## src/rtl/lsu_pkg.sv

```systemverilog
// lsu_pkg: shared definitions for the load/store unit.
//   - RV32I funct3 width codes (F3_B, F3_H, F3_W, F3_BU, F3_HU)
//   - lsu_state_t: control FSM state encoding
//   - is_misaligned(): alignment check for a width code and the low address bits
//   - is_illegal(): rejects width codes that are not legal for the access type
package lsu_pkg;

    localparam logic [2:0] F3_B  = 3'b000;
    localparam logic [2:0] F3_H  = 3'b001;
    localparam logic [2:0] F3_W  = 3'b010;
    localparam logic [2:0] F3_BU = 3'b100;
    localparam logic [2:0] F3_HU = 3'b101;

    typedef enum logic [2:0] {
        StIdle,
        StLoad,
        StStoreRd,
        StStoreWr,
        StResp
    } lsu_state_t;

    // Halfwords must be 2-byte aligned, words 4-byte aligned; bytes never fault.
    function automatic logic is_misaligned(input logic [2:0] funct3, input logic [1:0] lo);
        logic mis;
        mis = 1'b0;
        case (funct3)
            F3_H, F3_HU: mis = lo[0];
            F3_W:        mis = (lo != 2'b00);
            default:     mis = 1'b0;
        endcase
        return mis;
    endfunction

    // Stores only have B/H/W; loads additionally have BU/HU.
    function automatic logic is_illegal(input logic store, input logic [2:0] funct3);
        logic ill;
        ill = 1'b0;
        case (funct3)
            F3_B, F3_H, F3_W: ill = 1'b0;
            F3_BU, F3_HU:     ill = store;
            default:          ill = 1'b1;
        endcase
        return ill;
    endfunction

endpackage

```

## src/rtl/lsu_byte_lane.sv

```systemverilog
// lsu_byte_lane: combinational data path of the load/store unit.
//   funct3     in  width code of the access
//   lane       in  byte offset within the word (addr[1:0])
//   rdata      in  word read from memory (old word for stores)
//   wdata      in  store data from the core
//   load_data  out extracted and sign/zero-extended load result
//   store_data out old word with the addressed byte/half replaced (or wdata for SW)
module lsu_byte_lane
    import lsu_pkg::*;
(
    input  logic [2:0]  funct3,
    input  logic [1:0]  lane,
    input  logic [31:0] rdata,
    input  logic [31:0] wdata,
    output logic [31:0] load_data,
    output logic [31:0] store_data
);

    logic [7:0]  byte_sel;
    logic [15:0] half_sel;

    always_comb begin
        byte_sel = rdata[7:0];
        case (lane)
            2'd0:    byte_sel = rdata[7:0];
            2'd1:    byte_sel = rdata[15:8];
            2'd2:    byte_sel = rdata[23:16];
            default: byte_sel = rdata[31:24];
        endcase
        half_sel = lane[1] ? rdata[31:16] : rdata[15:0];
    end

    always_comb begin
        load_data = 32'h0;
        case (funct3)
            F3_B:    load_data = {{24{byte_sel[7]}}, byte_sel};
            F3_H:    load_data = {{16{half_sel[15]}}, half_sel};
            F3_W:    load_data = rdata;
            F3_BU:   load_data = {24'h0, byte_sel};
            F3_HU:   load_data = {16'h0, half_sel};
            default: load_data = 32'h0;
        endcase
    end

    always_comb begin
        store_data = rdata;
        case (funct3)
            F3_B: begin
                case (lane)
                    2'd0:    store_data[7:0]   = wdata[7:0];
                    2'd1:    store_data[15:8]  = wdata[7:0];
                    2'd2:    store_data[23:16] = wdata[7:0];
                    default: store_data[31:24] = wdata[7:0];
                endcase
            end
            F3_H: begin
                if (lane[1]) begin
                    store_data[31:16] = wdata[15:0];
                end else begin
                    store_data[15:0] = wdata[15:0];
                end
            end
            F3_W:    store_data = wdata;
            default: store_data = rdata;
        endcase
    end

endmodule

```

## src/rtl/load_store_unit.sv

```systemverilog
// load_store_unit: converts byte-addressed RV32I loads/stores into accesses on a
// word-only memory (combinational read, synchronous write, no byte enables).
// Sub-word stores are done as read-modify-write.
//
// Ports:
//   clk_i, rst_i                  clock, synchronous active-high reset
//   req_valid_i / req_ready_o     request handshake (ready only while idle)
//   req_store_i, req_funct3_i     access type and width code
//   req_addr_i, req_wdata_i       byte address and store data
//   resp_valid_o                  one-cycle completion pulse
//   resp_rdata_o, resp_err_o      extended load data / error flag
//   mem_addr_o, mem_we_o,
//   mem_wdata_o, mem_rdata_i      word-addressed memory interface
//
// Configuration macro: LSU_BOUNDS_CHECK_EN -- when defined, any address with bits
// above the memory range set is rejected as an error instead of wrapping.
module load_store_unit
    import lsu_pkg::*;
#(
    parameter int unsigned DEPTH_LOG2 = 8,
    parameter logic [31:0] RESET_ADDR = 32'h0
) (
    input  logic        clk_i,
    input  logic        rst_i,
    input  logic        req_valid_i,
    output logic        req_ready_o,
    input  logic        req_store_i,
    input  logic [2:0]  req_funct3_i,
    input  logic [31:0] req_addr_i,
    input  logic [31:0] req_wdata_i,
    output logic        resp_valid_o,
    output logic [31:0] resp_rdata_o,
    output logic        resp_err_o,
    output logic [31:0] mem_addr_o,
    output logic        mem_we_o,
    output logic [31:0] mem_wdata_o,
    input  logic [31:0] mem_rdata_i
);

    lsu_state_t  state;
    logic [2:0]  lat_funct3;
    logic [1:0]  lat_lane;
    logic [31:0] lat_wdata;

    logic [31:0] word_index;
    logic        out_of_range;
    logic        req_err;
    logic [31:0] load_data;
    logic [31:0] store_data;

    assign word_index = {{(32 - DEPTH_LOG2){1'b0}}, req_addr_i[DEPTH_LOG2+1:2]};

`ifdef LSU_BOUNDS_CHECK_EN
    assign out_of_range = |req_addr_i[31:DEPTH_LOG2+2];
`else
    // Upper address bits are intentionally dropped so accesses alias.
    logic unused_addr_hi;
    assign unused_addr_hi = ^req_addr_i[31:DEPTH_LOG2+2];
    assign out_of_range   = 1'b0;
`endif

    assign req_err = is_misaligned(req_funct3_i, req_addr_i[1:0])
                   | is_illegal(req_store_i, req_funct3_i)
                   | out_of_range;

    assign req_ready_o = (state == StIdle);

    lsu_byte_lane u_byte_lane (
        .funct3     (lat_funct3),
        .lane       (lat_lane),
        .rdata      (mem_rdata_i),
        .wdata      (lat_wdata),
        .load_data  (load_data),
        .store_data (store_data)
    );

    always_ff @(posedge clk_i) begin
        if (rst_i) begin
            state        <= StIdle;
            lat_funct3   <= 3'b000;
            lat_lane     <= 2'b00;
            lat_wdata    <= 32'h0;
            resp_valid_o <= 1'b0;
            resp_rdata_o <= 32'h0;
            resp_err_o   <= 1'b0;
            mem_addr_o   <= RESET_ADDR;
            mem_we_o     <= 1'b0;
            mem_wdata_o  <= 32'h0;
        end else begin
            case (state)
                StIdle: begin
                    if (req_valid_i) begin
                        lat_funct3 <= req_funct3_i;
                        lat_lane   <= req_addr_i[1:0];
                        lat_wdata  <= req_wdata_i;
                        if (req_err) begin
                            // Errors never touch memory; the address stays parked.
                            state        <= StResp;
                            resp_valid_o <= 1'b1;
                            resp_err_o   <= 1'b1;
                            resp_rdata_o <= 32'h0;
                        end else if (!req_store_i) begin
                            state      <= StLoad;
                            mem_addr_o <= word_index;
                        end else if (req_funct3_i == F3_W) begin
                            // Full-word stores skip the read phase.
                            state       <= StStoreWr;
                            mem_addr_o  <= word_index;
                            mem_we_o    <= 1'b1;
                            mem_wdata_o <= req_wdata_i;
                        end else begin
                            state      <= StStoreRd;
                            mem_addr_o <= word_index;
                        end
                    end
                end
                StLoad: begin
                    state        <= StResp;
                    resp_valid_o <= 1'b1;
                    resp_err_o   <= 1'b0;
                    resp_rdata_o <= load_data;
                end
                StStoreRd: begin
                    state       <= StStoreWr;
                    mem_we_o    <= 1'b1;
                    mem_wdata_o <= store_data;
                end
                StStoreWr: begin
                    state        <= StResp;
                    mem_we_o     <= 1'b0;
                    resp_valid_o <= 1'b1;
                    resp_err_o   <= 1'b0;
                    resp_rdata_o <= 32'h0;
                end
                StResp: begin
                    state        <= StIdle;
                    resp_valid_o <= 1'b0;
                    resp_err_o   <= 1'b0;
                    resp_rdata_o <= 32'h0;
                    mem_addr_o   <= RESET_ADDR;
                end
                default: begin
                    state    <= StIdle;
                    mem_we_o <= 1'b0;
                end
            endcase
        end
    end

endmodule

```

## config.mk

```make
export PLATFORM = sky130hd
export DESIGN_NAME = load_store_unit
export DESIGN_NICKNAME = d
export VERILOG_FILES = /design/src/rtl/lsu_pkg.sv /design/src/rtl/lsu_byte_lane.sv /design/src/rtl/load_store_unit.sv
export SDC_FILE = /design/constraint.sdc
export NUM_CORES = 1
export LEC_CHECK = 0
export ABC_AREA = 1
export CORE_MARGIN = 2
export CORE_UTILIZATION = 45
export DETAILED_ROUTE_END_ITERATION = 7
export GPL_TIMING_DRIVEN = 0
export HOLD_SLACK_MARGIN = 0.1
export PLACE_DENSITY_LB_ADDON = 0.25
export SLEW_MARGIN = 20
export SYNTH_ARGS = -nofsm -noshare
export SYNTH_HDL_FRONTEND = slang
export SYNTH_HIERARCHICAL = 1
export SYNTH_SLANG_ARGS = --single-unit
```

## constraint.sdc

```tcl
create_clock -name clk_i -period 1.7 [get_ports clk_i]
set_clock_uncertainty 0.1 [all_clocks]
set_input_delay 0.34 -clock clk_i [delete_from_list [all_inputs] [get_ports clk_i]]
set_output_delay 0.34 -clock clk_i [all_outputs]
set_load 0.02 [all_outputs]
```

Yosys cells after proc, flatten, opt, wreduce, memory -nomap -nowiden
Index checks and enable logic that the tools add are counted.

operators by class
  eq/ne operators = 19
  mux-type cells = 37
  bitwise logic cells = 2
  reductions and logical operators = 25

operators by type and width
  kind                number
  $mux 32             8
  $pmux 32 s3         2
  $pmux 32 s5         1
  $pmux 32 s2         2
  $mux 16             3
  $mux 8              4
  $pmux 8 s3          1
  $eq 3x3->1 const B  5
  $eq 3x2->1 const B  4
  $reduce_and 3->1    4
  $reduce_and 5->1    2
  $reduce_or 2->1     5
  $eq 3x1->1 const B  3
  $logic_not 3->1     3
  $pmux 3 s3          1
  $reduce_or 3->1     3
  $reduce_bool 2->1   4
  $mux 1              7
  $mux 3              2
  $ne 2x1->1 const B  3
  $pmux 1 s2          3
  $pmux 1 s3          2
  $reduce_bool 3->1   2
  $ne 2x2->1 const B  2
  other kinds (7)     7

storage, ports and cells
  register bits = 139
  bits of input ports = 103
  output and inout port bits = 100
  logic and storage cells = 93

Depth between registers and ports, before layout
Gate-level depths: netlist (run 1).

  depth after elaboration = 7
  depth in mapped cells = 12
  gate-level depth less buffers = 11

Hierarchy
Netlist (run 1), hierarchy kept.

by module, submodules not included
  module           instances  cells an instance  area an instance (sq um)  seq. area each (sq um)
  load_store_unit  1          738                5210.0                    2302.2
  lsu_byte_lane    1          640                2667.6                    0.0

Worst setup path after synthesis (run 1)
OpenSTA, ideal clock, no wires.

  path kind = reg-to-reg
  from = register lat_lane[0]
  to = register mem_wdata_o[28]
  library setup time = 0.115 ns
  data arrival time = 1.396 ns
  data required time = 1.485 ns
  path slack = 0.089 ns
  cell stages (with the launch flop) = 13
  path buffers = 2
  clock period less this slack = 1.611 ns
  path through = dfxtp_1 buf_2 nand2_2 inv_2 buf_4 nand2_1 nand3_1 nand3_1 nand3_1 nand2_1 nand3b_1 nand2_1 nor2_1

between the ends
  word-level cells in the longest chain between the ends = 5
  elaborated cells between the ends (all ways) = 7
  those cells by class = eq/ne (2); mux (3); reduce/logical (2)

ends and longest elaborated chain
  item                                line                    source
  start, declared                     load_store_unit.sv:42   logic [1:0] lat_lane;
  start signal, assigned              load_store_unit.sv:94   lat_lane <= req_addr_i[1:0];
  $eq 2x1->1 (tied with other cells)  lsu_byte_lane.sv:49     case (lane)
  $reduce_or 3->1 (no line) *         n/a
  $mux 8 *                            lsu_byte_lane.sv:49
  $pmux 32 s3 *                       lsu_byte_lane.sv:47     case (funct3)
  named net store_data[28]            load_store_unit.sv:49   logic [31:0] store_data;
  $pmux 32 s2 *                       load_store_unit.sv:90   case (state)
  end signal, assigned                load_store_unit.sv:110  mem_wdata_o <= req_wdata_i;
  end signal, assigned                load_store_unit.sv:126  mem_wdata_o <= store_data;
  end, declared                       load_store_unit.sv:36   output logic [31:0] mem_wdata_o,

The timed path passes the listed nets; every way through them passes the cells marked *.
A chain may end at the register's enable or synchronous reset.

Final worst setup path (run 1)
  from = register lat_lane[1]
  to = register mem_wdata_o[8]

between the ends
  word-level cells in the longest chain between the ends = 4
  elaborated cells between the ends (all ways) = 5
  those cells by class = eq/ne (1); mux (4)

ends and longest elaborated chain
  item                     line
  $eq 2x1->1               lsu_byte_lane.sv:49
  $mux 8                   lsu_byte_lane.sv:49
  $pmux 32 s3 *            lsu_byte_lane.sv:47
  named net store_data[8]  load_store_unit.sv:49
  $pmux 32 s2 *            load_store_unit.sv:90

Marks and branches as above.

==> impl_metrics.json, run 1 <==
{
  "run_status": "finished, violations left",
  "failed_checks": "negative setup slack",
  "ant_nets": 0,
  "num_antenna_cells": 0,
  "drc": 0,
  "setup_ws_ns": -0.1956,
  "maxSlewViolCount": 0,
  "grt_max_degree": 17,
  "areaGrowthSynthToFinish_pct": 54.92,
  "max_stage_delay_ns": 0.43,
  "clk_pin_slew_worst_paths_ns": 0.05,
  "syn_area_per_cell_um2": 5.717,
  "design_area_um2": 12200,
  "die_height_um": 136.3,
  "synth_cell_types": 27,
  "ys_warn_count": 6,
  "path_buf_inv": 3,
  "synthCells": 1378,
  "rsz0062_at_grt": "true",
  "ios": 203,
  "arrival_ns": 2.12,
  "cts_tree": "built",
  "wire_per_inst_um": 17.58,
  "crit_chain": "buf_12 -> buf_12 -> buf_16 -> nand2_4 -> nand2_2 -> nor2_2 -> nor2_1 -> nand3_2 -> nand3_2 -> nand2_2 -> nand3b_1 -> nand2_1 -> nor2_1",
  "fp-row-count": 48,
  "cp.required_ns": 1.92,
  "drt-met1-wl_um": 13040,
  "initial_core_util_pct": 45.86,
  "routed_wl_um": 33050,
  "grt_pass1_vias": 8971,
  "ys_ff_latch": 115,
  "cp-start-kind": "flop",
  "drtIter0Drc": 1207,
  "wl_met3_um": 3175,
  "slowest_stage": "dfxtp_4",
  "leakage_nw": 5.966,
  "hold_viol": 0,
  "vias": 10329,
  "period_share_pct": 111.5,
  "die_w_um": 136.3,
  "hpwl_um": 22290,
  "max_freq_mhz": 527.5,
  "crit_fanout": 8,
  "fp.dieArea_um2": 18580,
  "worst_pin_slew_ns": 0.6892,
  "setup.worst_path.end_class": "flop",
  "worstSkewPairLatency_ns": 0.43,
  "synth_top_area_cell": "dfxtp_1",
  "setup_viol": 48,
  "synthDominantCellAreaShare_pct": 29.22,
  "coreArea_um2": 17180,
  "cts.sinks": 115,
  "drt-vias-per-instance": 5.494,
  "worstSetupPathType": "reg2reg",
  "post-place-ws_ns": -0.7424,
  "placed_cell_area_um2": 9797,
  "cts_made_buffers": 17,
  "synthTopCellsByArea": "dfxtp_1 29%, nand2_1 25%, nand3_1 12%",
  "ir_drop_mv": 0.8226,
  "track_usage_pct": 32.96,
  "p_per_area_nw_per_um2": 970.8,
  "critPathTopFamily": "simple AND/OR/NAND/NOR gates",
  "h-tree-depth": 4,
  "highest_layer": "met4",
  "gp_congestion": 0.9869,
  "overflow": 0,
  "min_period_ns": 1.896,
  "drv_cap": 0,
  "ctsLongestPathBuffers": 2,
  "dr.pass1.iters": 6,
  "syn_area_um2": 7878,
  "root_buffer": "clkbuf_16",
  "wl_met2_um": 14940,
  "port_buffers": 155,
  "drive_gt1_share_pct": 23.56,
  "antenna_found_initial": 1,
  "fin_nets": 1746,
  "max_slew_margin_pct": 54.06,
  "grt_pass1_wl_um": 47180,
  "ys_seq_area_share_pct": 29.22,
  "hp-class": "in2reg"
}
[final timing paths]
path / slack (ns) / startpoint / to / depth (start not counted)
setup reg to reg: -0.20 / lat_lane[1] / mem_wdata_o[8] / 13
hold / removal: 0.17 / req_addr_i[1] / lat_lane[1] / 3
setup / recovery: -0.20 / lat_lane[1] / mem_wdata_o[8] / 13
hold reg to reg: 0.36 / resp_rdata_o[14] / resp_rdata_o[14] / 2
[stage by stage]
stage	instances	setup TNS, ns	hold WS [ns]	utilization, %	total power, mW
after floorplan	1401	0	0.3402	-	5.506
after global placement	1781	-53.79	0.3358	57.04	6.791
after global routing	1880	-8.197	0.1848	71.05	12.34
after detailed placement	1781	-55.15	0.3495	57.04	6.823
final	1880	-3.883	0.1663	71.05	11.85
after CTS	1847	-2.744	0.3125	65.05	11.04
[timing repair]
action                                 in CTS  in global routing
endpoints found under the hold margin       0                  0
buffers inserted                           26                 25
pin swaps                                  25                122
resized for setup                         248                208
hold buffers                                0                  0
setup endpoints to repair                 177                105
gates cloned                               10                  9
[metal layers]
layer / global-route usage [%] / vias up
met3: 6.749 / 146
li1: - / 4843
met5: 0 / -
met2: 53.57 / 621
met1: 41.38 / 4719
met4: 16.44 / 0
[synth_stat cells]
master,number
o21ai_1,1
nor2_4,2
conb_1,1
nand3_2,2
nand3b_1,34
nand2_1,528
o21ai_0,9
inv_2,7
nand2_2,5
dfxtp_1,115
a21oi_1,111
clkbuf_1,27
nand2_4,3
clkinv_1,2
nor2_8,1
maj3_1,1
inv_1,94
buf_4,33
nor3_1,2
nor2_1,144
a21boi_0,1
buf_1,4
buf_2,47
nor2_2,7
nand3_1,188
nand4_1,4
o211ai_1,5
[flip-flops by register name, indices dropped and copies added, names as in the netlist]
| signal | flops |
|---|---|
| resp_valid_o | 1 |
| lat_wdata | 32 |
| resp_rdata_o | 32 |
| lat_lane | 2 |
| lat_funct3 | 3 |
| mem_wdata_o | 32 |
| state | 3 |
| mem_addr_o | 8 |
| mem_we_o | 1 |
| resp_err_o | 1 |
[where the power goes]
group          internal, mW  switching, mW
registers              2.97          0.186
clock network          2.37           1.31
logic                  2.04           2.99
total                  7.37           4.48
[worst reg2reg max path, stage by stage (launching register included)]
cell	delay, ns
dfxtp_4	0.43
buf_12	0.19
buf_12	0.13
buf_16	0.11
nand2_4	0.04
nand2_2	0.05
nor2_2	0.04
nor2_1	0.12
nand3_2	0.12
nand3_2	0.09
nand2_2	0.05
nand3b_1	0.17
nand2_1	0.09
nor2_1	0.06
[cell usage in the layout (no fill, tap or decap), types with 3 or more instances in the layout]
| cell | synthesis | layout |
|---|---|---|
| nand2_1 | 528 | 465 |
| nand3_1 | 188 | 144 |
| nor2_1 | 144 | 134 |
| dfxtp_1 | 115 | 107 |
| inv_1 | 94 | 88 |
| dlygate4sd2_1 | 0 | 78 |
| a21oi_1 | 111 | 74 |
| buf_4 | 33 | 74 |
| clkdlybuf4s50_1 | 0 | 74 |
| nand3_2 | 2 | 43 |
| nand2_2 | 5 | 39 |
| a21oi_2 | 0 | 36 |
| nand3b_1 | 34 | 34 |
| buf_6 | 0 | 31 |
| nand2_4 | 3 | 28 |
| conb_1 | 1 | 24 |
| clkbuf_16 | 0 | 22 |
| buf_2 | 47 | 19 |
| clkbuf_1 | 27 | 18 |
| nor2_4 | 2 | 13 |
| buf_8 | 0 | 10 |
| clkbuf_2 | 0 | 10 |
| o21ai_0 | 9 | 9 |
| inv_4 | 0 | 7 |
| buf_12 | 0 | 7 |
| nor2_2 | 7 | 7 |
| inv_2 | 7 | 5 |
| nand2_8 | 0 | 5 |
| dfxtp_4 | 0 | 5 |
| o211ai_1 | 5 | 5 |
| nand4_1 | 4 | 4 |
| clkbuf_4 | 0 | 4 |
| nand3_4 | 0 | 3 |
| clkinv_2 | 0 | 3 |
| clkbuf_8 | 0 | 3 |
| bufinv_16 | 0 | 3 |
| dfxtp_2 | 0 | 3 |
[final cells by class]
class,instances,area [um2]
fillers,1500,4972
clock inverters,9,130.1
multi-input cells,1074,5520
repair buffers,223,2206
well taps,225,281.5
clock buffers,22,464.2
plain buffers,109,863.3
flip-flops and latches,115,2325
inverters,103,414.1
[logic make-up (layout without fill, tap and decap cells)]
group	after synthesis	in the layout	share of synthesized area, %
compound gates	127	127	8.259
simple gates	920	922	49.83
fa+ha+maj	1	1	0.1271
other cells	1	24	0.04760
buf+inv	214	466	12.52
flops	115	115	29.22
(Power assumes the default switching activity.)
==> run 2, diff against run 1 <==
- CORE_MARGIN: 2 -> 3
- CORE_UTILIZATION: 45 -> 25
==> run 2 against run 1 <==
  * The run still ends with negative setup slack left
  * Total power grew 2.1%
  * Critical path depth is the same
  * Utilization shrank 30 points
  * Worst hold slack gained 0.16 ns
  * Cell count grew 8.7%
  * Count of clock-buffer cells in the layout shrank 1
  * Global-route usage shrank 13 points
  * Worst setup slack gained 0.042 ns
  * Critical endpoint unchanged
==> impl_metrics.json, run 2 (synthesized netlist as in run 1, its figures left out) <==
{
  "cp-start-kind": "flop",
  "ir_drop_mv": 0.6020,
  "p_clk_share_pct": 29.3,
  "max_slew_margin_pct": 49.73,
  "cp.required_ns": 1.91,
  "final_core_util_pct": 41.29,
  "fillers": 3299,
  "max_freq_mhz": 539.6,
  "maxSlewViolCount": 0,
  "crit_chain": "buf_12 -> buf_12 -> buf_16 -> nand2_4 -> nand2_2 -> nor2_1 -> nor2_1 -> nand3_2 -> nand3_2 -> nand2_1 -> nand3b_1 -> nand2_1 -> nor2_1",
  "crit_fanout": 7,
  "critPathTopFamily": "simple AND/OR/NAND/NOR gates",
  "crit_path_start": "lat_lane[1]",
  "ctsLongestPathBuffers": 2,
  "worst_pin_slew_ns": 0.7541,
  "num_antenna_cells": 0,
  "placedCellCount": 1952,
  "fp-row-count": 64,
  "hpwl_um": 26370,
  "reg2reg_depth": 13,
  "hp-class": "in2reg",
  "antenna_found_initial": 0,
  "coreArea_um2": 30830,
  "grt_pass1_wl_um": 52180,
  "setup.worst_path.end_class": "flop",
  "routed_wl_um": 36340,
  "wire_per_inst_um": 17.79,
  "grt_max_degree": 17,
  "fin_nets": 1737,
  "placed_cell_area_um2": 10010,
  "ant_nets": 0,
  "overflow": 0,
  "cts.sinks": 115,
  "comb_power_share_pct": 44.7,
  "setup_ws_ns": -0.1533,
  "path_buf_inv": 3,
  "whs_ns": 0.3249,
  "p_per_area_nw_per_um2": 950.3,
  "setup_viol": 61,
  "grt_pass1_vias": 9026,
  "dr.pass1.iters": 5,
  "post-place-ws_ns": -0.8173,
  "cpMostUsedCell": "nor2_1",
  "drv_cap": 0,
  "fp.dieArea_um2": 33680,
  "gp_congestion": 0.9445,
  "switching_share_pct": 39.14,
  "rr_endpoint": "mem_wdata_o[8]",
  "p_sw_mw": 4.736,
  "initial_core_util_pct": 25.55,
  "die_height_um": 183.5,
  "arrival_ns": 2.06,
  "final_cells": 2043,
  "layout_common_cells": "456 x nand2_1, 129 x nand3_1, 126 x nor2_1",
  "ios": 203,
  "period_share_pct": 109.0,
  "run_status": "finished, violations left",
  "clk_pin_slew_worst_paths_ns": 0.07,
  "cts_made_buffers": 17,
  "failed_checks": "negative setup slack",
  "rrSetupSlack_ns": -0.15,
  "die_w_um": 183.5,
  "crit_cells": 13,
  "worstSkewPairLatency_ns": 0.42,
  "drc": 0,
  "hold_viol": 0,
  "worstSetupPathType": "reg2reg",
  "drt-vias-per-instance": 4.796,
  "root_buffer": "clkbuf_16",
  "min_period_ns": 1.853,
  "crit_path_end": "mem_wdata_o[8]",
  "max_stage_delay_ns": 0.41,
  "track_usage_pct": 20.02,
  "leakage_nw": 6.093,
  "port_buffers": 155,
  "cts_tree": "built",
  "areaGrowthSynthToFinish_pct": 61.61,
  "slowest_stage": "dfxtp_4",
  "drive_gt1_share_pct": 25.50,
  "vias": 9799,
  "postCtsHoldBufs": 0,
  "rsz0062_at_grt": "true",
  "drtIter0Drc": 743,
  "design_area_um2": 12730,
  "h-tree-depth": 4,
  "crit-reg2reg-launch": "lat_lane[1]",
  "p_int_mw": 7.363,
  "largestRegisters": "lat_wdata: 32 flops, mem_wdata_o: 32 flops, resp_rdata_o: 32 flops",
  "layout_commonest_cell": "nand2_1",
  "seq_power_share_pct": 26.0
}
## run 2: cell types whose count changed in the layout (fill, tap and decap cells not counted), sizes merged, moves of 3 or more
| cell | change |
|---|---|
| clkinvlp | +5 |
| clkbuf | -4 |
| clkdlybuf4s50 | -5 |
| buf | -4 |
| dlymetal6s2s | +3 |
## run 2: worst register-to-register path, cell delays in order, from the launching register on
cell,delay [ns]
dfxtp_4,0.41
buf_12,0.16
buf_12,0.12
buf_16,0.12
nand2_4,0.05
nand2_2,0.05
nor2_1,0.04
nor2_1,0.14
nand3_2,0.14
nand3_2,0.10
nand2_1,0.06
nand3b_1,0.15
nand2_1,0.07
nor2_1,0.06
## run 2: power by group through the flow
stage / registers, mW / logic, mW / clock network (mW)
after floorplan: 3.36 / 2.14 / 0
after global placement: 3.17 / 3.77 / 0
after detailed placement: 3.18 / 3.78 / 0
after CTS: 3.14 / 4.53 / 3.60
after global routing: 3.18 / 5.81 / 3.70
final: 3.15 / 5.41 / 3.54
## run 2: final cells by class
| type | instances | area (um2) | area share, % |
|---|---|---|---|
| Buffer | 109 | 996.0 | 7.823 |
| Clock buffer | 21 | 460.4 | 3.617 |
| Clock inverter | 11 | 103.9 | 0.8157 |
| Inverter | 103 | 402.9 | 3.165 |
| Multi-Input combinational cell | 1072 | 5665 | 44.50 |
| Sequential cell | 115 | 2322 | 18.24 |
| Tap cell | 396 | 495.5 | 3.892 |
| Timing Repair Buffer | 216 | 2285 | 17.95 |
## run 2: per-layer routing
metal	up-vias	wire length (um)	global-route usage, %
met5	-	0	0
met4	0	988	6.917
met3	52	2490	4.135
met2	398	16720	32.20
met1	4518	16140	26.70
li1	4831	-	-
## run 2: worst min-delay path by stage
stage | startpoint | to | slack [ns] | cells past startpoint
floorplan | lat_wdata[10] | lat_wdata[10] | 0.34 | 2
global placement | lat_wdata[2] | lat_wdata[2] | 0.35 | 2
detailed placement | resp_rdata_o[31] | resp_rdata_o[31] | 0.35 | 2
CTS | req_funct3_i[2] | lat_funct3[2] | 0.30 | 3
global route | req_funct3_i[2] | lat_funct3[2] | 0.32 | 3
finish | req_funct3_i[1] | lat_funct3[1] | 0.32 | 3
## run 2: metrics by stage
step	setup TNS (ns)	power, mW
4_1_cts	-2.627	11.27
6_report	-2.899	12.10
3_3_place_gp	-59.27	6.947
2_1_floorplan	0	5.506
5_1_grt	-8.557	12.69
3_5_place_dp	-61.54	6.961
## run 2: timing repair
item | in CTS | in global routing
resized for setup | 284 | 252
pin swaps | 33 | 122
cloned | 10 | 9
buffers inserted | 27 | 16
setup endpoints to repair | 187 | 95
